`src/rtl/tt_um_burst_ram.sv`:
```
// tt_um_burst_ram: byte-wide single-port RAM tile with a loadable address
// pointer, strobe-qualified command interface and optional auto-increment
// for burst reads and writes.
// Optional feature macro: RAM_CLEAR_EN -- zero-fills memory after reset and
// blocks LOAD/WRITE/READ while the sweep runs.
module tt_um_burst_ram #(
  parameter int DEPTH = 128,
  localparam int AW = $clog2(DEPTH)
) (
  input  logic       clk,
  input  logic       rst_n,
  input  logic       ena,
  input  logic [7:0] ui_in,
  input  logic [7:0] uio_in,
  output logic [7:0] uo_out,
  output logic [7:0] uio_out,
  output logic [7:0] uio_oe
);

  localparam logic [1:0] OP_STATUS = 2'b00;
  localparam logic [1:0] OP_LOAD   = 2'b01;
  localparam logic [1:0] OP_WRITE  = 2'b10;
  localparam logic [1:0] OP_READ   = 2'b11;

  logic [1:0]    op;
  logic          stb;
  logic          inc;
  logic          strb_q;
  logic [AW-1:0] ptr;
  logic [7:0]    uo_q;
  logic [7:0]    mem [DEPTH];

  logic          busy;
  logic          clr_we;
  logic [AW-1:0] clr_addr;

  logic          fire;
  logic          cmd_ok;
  logic          mem_we;
  logic [AW-1:0] mem_addr;
  logic [7:0]    mem_wdata;
  logic [6:0]    ptr_ext;
  logic          unused_ok;

  assign op      = ui_in[7:6];
  assign stb     = ui_in[5];
  assign inc     = ui_in[0];
  assign ptr_ext = 7'(ptr);

  // A command fires only on a sampled low-to-high strobe transition; while
  // the clear sweep runs only STATUS is honoured, others are dropped.
  assign fire   = rst_n & stb & ~strb_q;
  assign cmd_ok = fire & (~busy | (op == OP_STATUS));

  assign uo_out  = uo_q;
  assign uio_out = 8'h00;
  assign uio_oe  = 8'h00;

  // Power-good and the reserved opcode bits carry no meaning here.
  assign unused_ok = &{1'b0, ena, ui_in[4:1]};

`ifdef RAM_CLEAR_EN
  // S_START is the state held in reset; leaving it on the first non-reset
  // edge makes the sweep occupy exactly DEPTH cycles after release.
  typedef enum logic [1:0] {
    S_START = 2'd0,
    S_CLEAR = 2'd1,
    S_IDLE  = 2'd2
  } state_t;

  state_t state;
  state_t state_nxt;

  // State register; reset restarts the sequence.
  always_ff @(posedge clk) begin
    if (!rst_n) state <= S_START;
    else        state <= state_nxt;
  end

  // Next-state logic: start -> clear sweep -> idle.
  always_comb begin
    state_nxt = state;
    case (state)
      S_START: state_nxt = S_CLEAR;
      S_CLEAR: if (clr_addr == AW'(DEPTH - 1)) state_nxt = S_IDLE;
      S_IDLE:  state_nxt = S_IDLE;
      default: state_nxt = S_IDLE;
    endcase
  end

  // Output logic: busy and the sweep write enable are the clear state.
  always_comb begin
    busy   = 1'b0;
    clr_we = 1'b0;
    if (state == S_CLEAR) begin
      busy   = 1'b1;
      clr_we = 1'b1;
    end
  end

  // Sweep address walks 0..DEPTH-1 while clearing and restarts on reset.
  always_ff @(posedge clk) begin
    if (!rst_n)                clr_addr <= '0;
    else if (state == S_CLEAR) clr_addr <= clr_addr + AW'(1);
  end
`else
  assign busy     = 1'b0;
  assign clr_we   = 1'b0;
  assign clr_addr = '0;
`endif

  // Strobe history; reset value 1 keeps a strobe held across release inert.
  always_ff @(posedge clk) begin
    if (!rst_n) strb_q <= 1'b1;
    else        strb_q <= stb;
  end

  // Address pointer: load, or post-increment (modulo DEPTH) on bursts.
  always_ff @(posedge clk) begin
    if (!rst_n) begin
      ptr <= '0;
    end else if (cmd_ok) begin
      case (op)
        OP_LOAD:  ptr <= uio_in[AW-1:0];
        OP_WRITE: if (inc) ptr <= ptr + AW'(1);
        OP_READ:  if (inc) ptr <= ptr + AW'(1);
        default:  ptr <= ptr;
      endcase
    end
  end

  // Registered output byte: status word or read data, held otherwise.
  always_ff @(posedge clk) begin
    if (!rst_n) begin
      uo_q <= 8'h00;
    end else if (cmd_ok) begin
      if (op == OP_STATUS)    uo_q <= {busy, ptr_ext};
      else if (op == OP_READ) uo_q <= mem[ptr];
    end
  end

  // Write-port select: the clear sweep owns the port while it runs.
  always_comb begin
    mem_we    = 1'b0;
    mem_addr  = ptr;
    mem_wdata = uio_in;
    if (clr_we) begin
      mem_we    = 1'b1;
      mem_addr  = clr_addr;
      mem_wdata = 8'h00;
    end else if (cmd_ok && (op == OP_WRITE)) begin
      mem_we = 1'b1;
    end
  end

  // Storage array; contents survive reset.
  always_ff @(posedge clk) begin
    if (mem_we) mem[mem_addr] <= mem_wdata;
  end

endmodule

```
`config.mk`:
```
export PLATFORM = sky130hd
export DESIGN_NAME = tt_um_burst_ram
export DESIGN_NICKNAME = d
export VERILOG_FILES = /design/src/rtl/tt_um_burst_ram.sv
export SDC_FILE = /design/constraint.sdc
export NUM_CORES = 1
export LEC_CHECK = 0
export ABC_AREA = 1
export BUFFER_PORTS_ARGS = -buffer_cell sky130_fd_sc_hd__buf_2
export CAP_MARGIN = 30
export CELL_PAD_IN_SITES_DETAIL_PLACEMENT = 0
export CELL_PAD_IN_SITES_GLOBAL_PLACEMENT = 1
export CORE_UTILIZATION = 30
export CTS_CLUSTER_DIAMETER = 150
export CTS_CLUSTER_SIZE = 12
export DETAILED_ROUTE_END_ITERATION = 8
export GPL_TIMING_DRIVEN = 0
export PLACE_DENSITY = 0.48
export REMOVE_ABC_BUFFERS = 1
export SYNTH_ARGS = -nofsm -noshare
export SYNTH_HDL_FRONTEND = slang
export SYNTH_SLANG_ARGS = --single-unit
```
`constraint.sdc`:
```
create_clock -name clk -period 3.2 [get_ports clk]
set_clock_uncertainty 0.1 [all_clocks]
set_input_delay 0 -clock clk [delete_from_list [all_inputs] [get_ports clk]]
set_output_delay 0 -clock clk [all_outputs]
set_load 0.005 [all_outputs]
```
# After elaboration in Yosys (flattened, before gate mapping)
# Memory sizes are Yosys's and may differ from the RTL's. A register that Yosys moved wholly into a read port is not among the register bits.
# Cells that the tools add are included.
[totals]
ff_bits = 16
mem_count = 1
out_inout_bits = 24
ramBits = 1024
word_cells = 28
inputBits = 19
[classes]
n_reduce_logical = 7
n_eq_ne = 4
add_sub_neg = 1
mux = 9
bitwise_logic = 3
[memory_table]
columns = ["name", "depth", "word_bits", "read_ports", "rd_clocked_by_memory_dff", "wr", "line_no", "rtl"]
rows = [
  ["mem", 128, 8, 1, 1, 1, "31", "logic [7:0] mem [DEPTH];"],
]
[op_table]
columns = ["operator", "n"]
rows = [
  ["two-way mux 7 bit", 3],
  ["two-way mux 8 bit", 2],
  ["one-hot mux 7 bit (2 select lines)", 1],
  ["adder 7 x 1 -> 7 bit, second input constant", 1],
  ["equality test 2 bit, second input constant", 2],
  ["nonzero test 2 bit", 2],
  ["two-way mux 1 bit", 3],
  ["AND reduction 3 bit", 1],
  ["bitwise AND 1 bit", 2],
  ["equality test 2 x 1 -> 1 bit, second input constant", 1],
  ["zero test 2 bit", 1],
  ["!= test 2 x 1 -> 1 bit, second input constant", 1],
  ["AND reduction 2 bit", 1],
  ["OR reduction 2 bit", 1],
  ["logical AND 1 bit", 1],
  ["NOT 1 bit", 1],
]

# Depth between registers and ports, before layout
# Gate-level depths: netlist (run 1).
[depth]
ltp_word = 6
depth_mapped = 14
depth_no_buf = 11

# Worst setup path before layout (run 1)
# No wires, ideal clock.
[synth_timing]
path_kind = "flip-flop to flip-flop"
startpoint = "register strb_q"
endpoint = "memory mem[68][0] (enable)"
slack_ns = 0.841
n_path_buf = 1
synth_period_minus_slack_ns = 2.359
arrival_time_ns = 1.865
required_time_ns = 2.705
stages_incl_launch_ff = 7
setup_ns = 0.395
cell_sequence = "dfxtp_1 -> nor3_2 -> inv_1 -> nor2_1 -> buf_4 -> nand3_2 -> nor4_1"
[synth_via]
elab_chain_cells = 6
[synth_lines]
columns = ["item", "line_no", "rtl"]
rows = [
  ["from (decl)", "28", "logic strb_q;"],
  ["from (signal assigned)", "115", "else strb_q <= stb;"],
  ["NOT 1 bit", "52", "assign fire = rst_n & stb & ~strb_q;"],
  ["bitwise AND 1 bit", "52", ""],
  ["logical AND 1 bit", "151", "end else if (cmd_ok && (op == OP_WRITE)) begin"],
  ["two-way mux 1 bit", "151", ""],
  ["two-way mux 1 bit", "158", "if (mem_we) mem[mem_addr] <= mem_wdata;"],
  ["two-way mux 1 bit (not written as such)", "158", ""],
  ["to (decl)", "31", ""],
]
# Every way passes these cells.

==> results of run 1 <==
==> state kept, by name (all words and copies together) (netlist names), named ones only <==
name      count
strb_q        1
mem        1024
uo_out        8
mem_addr      7
==> per-layer routing <==
layer  vias up  share of wire  global-route usage
li1      12850              -                   -
met1     13661           0.48               0.268
met2       523           0.47               0.307
met3       138          0.034              0.0209
met4         0          0.020              0.0496
met5         -              0                   0
==> final timing paths <==
| check | from | end | cells after the start |
|---|---|---|---|
| worst max-delay path | flip-flop | uo_out[4] | 14 |
| worst min-delay path | rst_n | uo_out[2] | 4 |
| worst max register to register | flip-flop | uo_out[4] | 14 |
| worst min register to register | uo_out[7] | uo_out[7] | 2 |
==> worst max-delay path: stages (launching register included) <==
cell and delay (ns):
dfxtp_4 0.41, buf_16 0.21, buf_16 0.25, buf_16 0.24, buf_16 0.22, nand2_1 0.07
nand3_1 0.08, nand3_1 0.10, nand3_1 0.20, nand2_1 0.17, nand2_1 0.10, nand3_1 0.26
nand3_2 0.23, nand3_1 0.17, a21oi_1 0.16
==> placed cells by master (no fill, tap or decap), drive strengths merged <==
master and n:
a221oi 3, nor4 2, buf 80, diode 1, ha 4, edfxtp 1024, and3 1, nand2 1191
nand3 956, a31oi 2, o221ai 2, clkbuf 124, a21oi 16, nor3 5, inv 37, conb 16
dfxtp 23, o21ai 17, nand4 2, o22ai 1, bufbuf 15, nor2 141, clkinv 2, dlygate4sd3 17
==> final cells by class <==
| type | count | area [um^2] |
|---|---|---|
| antenna | 1 | 2.50 |
| clock buffer | 120 | 2580 |
| clock inverter | 3 | 36.3 |
| fill | 14114 | 93000 |
| inverter | 32 | 168 |
| multi-input combinational | 2359 | 10400 |
| sequential | 1047 | 31200 |
| tap | 1890 | 2360 |
| timing repair buffer | 116 | 2140 |
| timing repair inverter | 4 | 37.5 |
==> repair_timing <==
action,in CTS,in global routing
endpoints found under the hold margin,957,0
cloned,24,4
setup buffers,6,2
gates resized for setup,19,26
hold buffers,17,0
setup endpoints to repair,144,143
==> cell families after synthesis <==
kind of cell	count (synthesis)
AO/OA/AOI/OAI	41
other	1
adder cells (fa/ha/maj)	4
AND/OR/NAND/NOR	2298
buffers and inverters	283
flip-flops	1047
==> where the power goes <==
part | switching, mW | internal, mW
clock network | 5.06 | 5.58
logic | 0.745 | 0.256
registers | 0.0171 | 15.0
==> results.toml, run 1 <==
[outcome]
status = "complete, no violations"

[synth]
synth_top_family_by_area = "simple AND/OR/NAND/NOR gates"
synth_warnings = 0
synth_compound_area_frac = 0.00529
yosys-mux-area-fraction = 0
ys_ff_latch = 1047
synthArstFlopShare = 0
synth-adder-area-share = 0.00116
yosysMostFrequentCell = "nand2_1"
synth_common_cells = "nand2_1 (1186), edfxtp_1 (1024), nand3_1 (955), nor2_1 (140), buf_2 (115)"
yosysUniqueCellTypes = 31
ys_top_cells_by_area = "edfxtp_1 (71%), nand3_1 (11%), nand2_1 (10%)"
netlist_area_mm2 = 0.0430
seq_area_frac_synth = 0.725
synth_top_area_cell = "edfxtp_1"
synth_edf_count = 1024
yosys.area_share.simple = 0.230
synth_ff_type = "edfxtp_1"
synth-xor-area-share = 0
synth.avg_cell_area_um2 = 11.7
synth.top_cell.area_share = 0.715
netlist_instances = 3674

[clock_network]
cts.sinks = 1047
numCtsBuffers = 97
clk_latency_ns = 0.71
cts_tree = "done"
root_buffer = "clkbuf_16"
path_clk_slew_ns = 0.07
clock_path_buffers = 3
ctsHtreeMaxLevel = 3

[hold_path]
hold_path.class = "in2reg"

[floorplan]
die-area_mm2 = 0.145
boundaryPins = 43
initial_core_util = 0.303
rows = 138
core-area_mm2 = 0.142
dieWidth_um = 381
die_h_um = 381

[sta]
setup_viol = 0
maxSlewViolCount = 0
hold_viol = 0
fmax_mhz = 318
period_needed_ns = 3.15
relSlewSlack = 0.346
fin_crit_sh = 0.983
rsz0062_at_grt = "yes"
worstMarginPinSlew_ns = 0.978
fin_ws_ns = 0.0540
fin_tns_setup_ns = 0
hold_ws_ns = 0.0813

[power_and_ir_drop]
leakage_nw = 16.6
ir_drop_v = 0.000407
power_mw = 26.7
p_per_area_mw_per_mm2 = 546

[critical_path]
cp_data_required_time_ns = 3.75
critPathLaunchType = "flip-flop"
arrival_ns = 3.69
rrSetupSlack_ns = 0.05
worst_setup_path_end_kind = "flip-flop"
path_class = "reg2reg"
crit_fanout = 36

[place]
place_area_mm2 = 0.0451
port_buffers = 21
dp.cells = 5394
dpl.hpwl_um = 70600
place_ws_ns = -1.48
place_congestion = 0.763

[drt]
routed_wl_um = 139000
avgViaCountPerCell = 4.88
drc = 0
routedWlPerCell_um = 25.0
vias = 27172
drt_iter0_drc = 1933
postRouteAntennaNets = 0
detail_route.first_pass.iterations = 5

[global_route]
antenna_found_initial = 1
grt_max_degree = 98
grt_pass1_vias = 26148
grt_pass1_wl_um = 198000
grt_use_total = 0.189
overflow = 0

[layout]
final_area_mm2 = 0.0489
syn_to_final_growth_pct = 13.7
stdcell_count = 5572
final_core_util = 0.345
layout-drive-gt1-share = 0.0712
final_nets = 3680

[flow_run]
cap_violations = 0
Power figures use the tool's default switching activity.
==> run 2, diff against run 1 <==
CORE_UTILIZATION = 35   (was 30)
PLACE_DENSITY = 0.54   (was 0.48)
==> results.toml, run 2 (synthesis results as in run 1) <==
[global_route]
overflow = 0
grt_busiest_layer = "met2"
met3_usage = 0.0257
grt_max_degree = 105
grt_pass1_vias = 25574
antenna_found_initial = 2
grtUsageMet2 = 0.324
grt_pass1_wl_um = 183000
grt_use_total = 0.202
grt_use_met1 = 0.286

[drt]
drt_iter0_drc = 1829
postRouteAntennaNets = 0
routedWlPerCell_um = 24.1
drc = 0
avgViaCountPerCell = 5.04
routed_wl_um = 127000
detail_route.first_pass.iterations = 5
vias = 26705

[sta]
maxSlewViolCount = 0
period_needed_ns = 3.23
rsz0062_at_grt = "yes"
hold_viol = 0
fmax_mhz = 309
setup_viol = 32
worstMarginPinSlew_ns = 1.07
relSlewSlack = 0.285
fin_crit_sh = 1.01
fin_ws_ns = -0.0349

[layout]
final_nets = 3672
final_area_mm2 = 0.0486
largest_register_ffs = 1024
layout-drive-gt1-share = 0.0732
syn_to_final_growth_pct = 12.9
final_common_cell = "nand2_1"
diodes = 0
regMostFlops = "mem"
layout_common_cells = "nand2_1 (1185), edfxtp_1 (1024), nand3_1 (949), clkbuf_16 (107), nor2_1 (96)"

[floorplan]
die-area_mm2 = 0.124
die_h_um = 353
dieWidth_um = 353
initial_core_util = 0.353
boundaryPins = 43
rows = 128
core-area_mm2 = 0.122

[place]
dpl.hpwl_um = 66000
port_buffers = 21
place_congestion = 0.753
place_area_mm2 = 0.0448
place_ws_ns = -1.50

[critical_path]
critPathLaunchType = "flip-flop"
crit_family = "simple AND/OR/NAND/NOR gates"
crit_slowest_cell = "nor2_1"
crit_path_max_incr_delay_ns = 0.89
cp_data_required_time_ns = 3.40
path_cells = "inv_1, nor3_1, nand2_2, nor2_1"
path_buf_inv = 1
arrival_ns = 3.44
path_class = "reg2reg"
worst_setup_path_end_kind = "flip-flop"
crit_fanout = 14

[clock_network]
clk_latency_ns = 0.68
root_buffer = "clkbuf_16"
numCtsBuffers = 97
ctsHtreeMaxLevel = 3
cts_tree = "done"
cts.sinks = 1047
clock_path_buffers = 3
path_clk_slew_ns = 0.07

[outcome]
violations = "setup timing"
status = "finished with violations"

[power_and_ir_drop]
switching_share = 0.210
pwr-share-seq = 0.566
p_int_mw = 21.0
p_comb_frac = 0.036
ir_drop_v = 0.000395
leakage_nw = 16.7
p_per_area_mw_per_mm2 = 547
power_switching_mw = 5.59
clkPwrFrac = 0.398

[flow_run]
cap_violations = 0

[hold_path]
hold_path.class = "in2reg"
-- run 2: layer usage --
layer	part of all wire	wire, um
met2	0.47	60200
met1	0.47	59500
met5	0	0
met3	0.040	5050
met4	0.022	2770
-- run 2: worst reg2reg max path: stages, from the launching register on --
cell	delay, ns
dfxtp_1	0.63
inv_1	0.25
nor3_1	0.33
nand2_2	0.63
nor2_1	0.91
-- run 2: area by class of cell --
cell class,instances,area [um^2]
fillers,11552,73300
flip-flops and latches,1047,31200
multi-input cells,2359,10400
clock buffers,123,2650
repair buffers,111,2120
well taps,1625,2030
inverters,32,160
clock inverters,2,20.0
repair inverters,1,8.76
-- run 2: per-stage QoR --
| stage | TNS [ns] | power [mW] | hold WS, ns | cells | utilization |
|---|---|---|---|---|---|
| floorplan | -100.86 | 15.8 | -0.0312 | 3438 | - |
| global placement | -952.18 | 16.3 | 0.140 | 5084 | 0.359 |
| detailed placement | -11.47 | 16.2 | 0.142 | 5125 | 0.368 |
| CTS | 0 | 26.9 | 0.0886 | 5291 | 0.396 |
| global route | -8.36 | 27.4 | 0.142 | 5300 | 0.399 |
| finish | -0.459 | 26.6 | 0.142 | 5300 | 0.399 |
-- run 2: power groups by stage --
| stage | Combinational, mW | Sequential, mW | Clock (mW) |
|---|---|---|---|
| 2_1_floorplan | 0.373 | 15.4 | 0 |
| 3_3_place_gp | 0.866 | 15.5 | 0 |
| 3_5_place_dp | 0.879 | 15.4 | 0 |
| 4_1_cts | 0.966 | 15.1 | 10.9 |
| 5_1_grt | 1.05 | 15.1 | 11.3 |
| 6_report | 0.966 | 15.1 | 10.6 |
-- run 2: worst paths after layout --
| check | startpoint | end | slack, ns | cells past startpoint |
|---|---|---|---|---|
| max | mem_addr[0] | mem[115][3] | -0.03 | 4 |
| min | rst_n | uo_out[4] | 0.14 | 4 |
| max reg2reg | mem_addr[0] | mem[115][3] | -0.03 | 4 |
| min reg2reg | uo_out[7] | uo_out[7] | 0.47 | 2 |
-- run 2: timing repair --
item | in CTS | in global routing
cloned | 19 | 4
pin swaps | 0 | 0
resized for setup | 5 | 50
endpoints found under the hold margin | 966 | 0
endpoints found under the setup margin | 8 | 405
hold buffers | 19 | 0
buffers inserted | 3 | 4
==> run 3, diff against run 2 <==
MAX_ROUTING_LAYER = met4   (was unset)
==> results.toml, run 3 (synthesis results as in run 1) <==
[place]
place_congestion = 0.763
dpl.hpwl_um = 66000
dp.cells = 5125
port_buffers = 21

[global_route]
grt_use_total = 0.208
antenna_found_initial = 2
overflow = 0
grt_max_degree = 105
grt_pass1_vias = 25585
grt_pass1_wl_um = 183000

[sta]
period_needed_ns = 3.25
maxSlewViolCount = 0
setup_viol = 31
rsz0062_at_grt = "yes"
relSlewSlack = 0.307
fin_crit_sh = 1.02
fmax_mhz = 307
worstMarginPinSlew_ns = 1.04
fin_ws_ns = -0.0541
hold_viol = 0

[outcome]
status = "finished with violations"
violations = "setup timing"

[drt]
routed_wl_um = 127000
drt_iter0_drc = 1905
drc = 0
avgViaCountPerCell = 5.05
detail_route.first_pass.iterations = 5
postRouteAntennaNets = 0
routedWlPerCell_um = 24.0
vias = 26799

[clock_network]
ctsHtreeMaxLevel = 3
clk_latency_ns = 0.69
clock_path_buffers = 3
path_clk_slew_ns = 0.07
numCtsBuffers = 97
cts.sinks = 1047
cts_tree = "done"
root_buffer = "clkbuf_16"

[layout]
register_area_mm2 = 0.0312
layout-drive-gt1-share = 0.0740
stdcell_count = 5303
syn_to_final_growth_pct = 13.0
diodes = 0
final_common_cell = "nand2_1"
largest_register_ffs = 1024
multi_input_area_mm2 = 0.0104
layout_common_cells = "nand2_1 (1182), edfxtp_1 (1024), nand3_1 (951), clkbuf_16 (106), nor2_1 (97)"
final_nets = 3675
n_fill_cell = 11546
regMostFlops = "mem"

[floorplan]
core-area_mm2 = 0.122
die-area_mm2 = 0.124
initial_core_util = 0.353
rows = 128
die_h_um = 353
boundaryPins = 43
dieWidth_um = 353

[power_and_ir_drop]
leakage_nw = 16.7
power_mw = 26.6
ir_drop_v = 0.000391
p_per_area_mw_per_mm2 = 547

[critical_path]
arrival_ns = 3.46
path_class = "reg2reg"
rrSetupSlack_ns = -0.05
worst_setup_path_end_kind = "flip-flop"
cp_data_required_time_ns = 3.41
critPathLaunchType = "flip-flop"
crit_fanout = 14

[flow_run]
cap_violations = 0

[hold_path]
hold_path.class = "in2reg"
## run 3: critical path, stage by stage (launching register included)
cell and delay (ns):
dfxtp_1 0.61, inv_1 0.24, nor3_1 0.33, nand2_2 0.66, nor2_1 0.90
## run 3: where the power goes
part           switching [mW]  total [mW]  leakage [nW]  internal [mW]
logic                   0.707       0.965          5.98          0.259
registers              0.0193        15.1          9.39           15.0
clock network            4.87        10.6          1.30           5.72
total                    5.60        26.6          16.7           21.0
## run 3: repair_timing
action,in CTS,in global routing
setup buffers,3,7
gates resized for setup,5,51
hold buffers,19,0
endpoints found under the hold margin,966,0
gates cloned,19,3
endpoints found under the setup margin,8,412
## run 3: worst paths after layout
kind / from / end / cells after the start
hold reg to reg: uo_out[7] / uo_out[7] / 2
setup reg to reg: mem_addr[0] / mem[115][3] / 4
hold / removal: rst_n / uo_out[4] / 4
setup / recovery: mem_addr[0] / mem[115][3] / 4
## run 3: metal layers
metal	global-route usage	vias up	wire length (um)	share of wire
met4	0.0593	0	2740	0.022
met5	-	-	0	0
met1	0.285	13274	58800	0.46
met2	0.324	550	60200	0.47
met3	0.0262	133	5540	0.044
li1	-	12842	-	-
## run 3: cell type report
cell class / count / share of cell area
clock buffer: 123 / 0.0546
clock inverter: 2 / 0.000412
inverter: 32 / 0.00350
multi-input combinational: 2359 / 0.213
sequential: 1047 / 0.642
tap: 1625 / 0.0418
timing repair buffer: 114 / 0.0439
timing repair inverter: 1 / 0.000180
## run 3: through the flow
stage | util | hold slack (ns) | setup TNS (ns) | area, um^2 | worst slack [ns]
3_3_place_gp | 0.359 | 0.140 | -952.18 | 43700 | -35.55
5_1_grt | 0.399 | 0.142 | -8.90 | 48600 | -0.105
2_1_floorplan | - | -0.0312 | -100.86 | 41600 | -12.61
6_report | 0.399 | 0.143 | -0.817 | 48600 | -0.0541
4_1_cts | 0.396 | 0.0886 | 0 | 48300 | 0.00668
3_5_place_dp | 0.368 | 0.142 | -11.47 | 44800 | -1.50
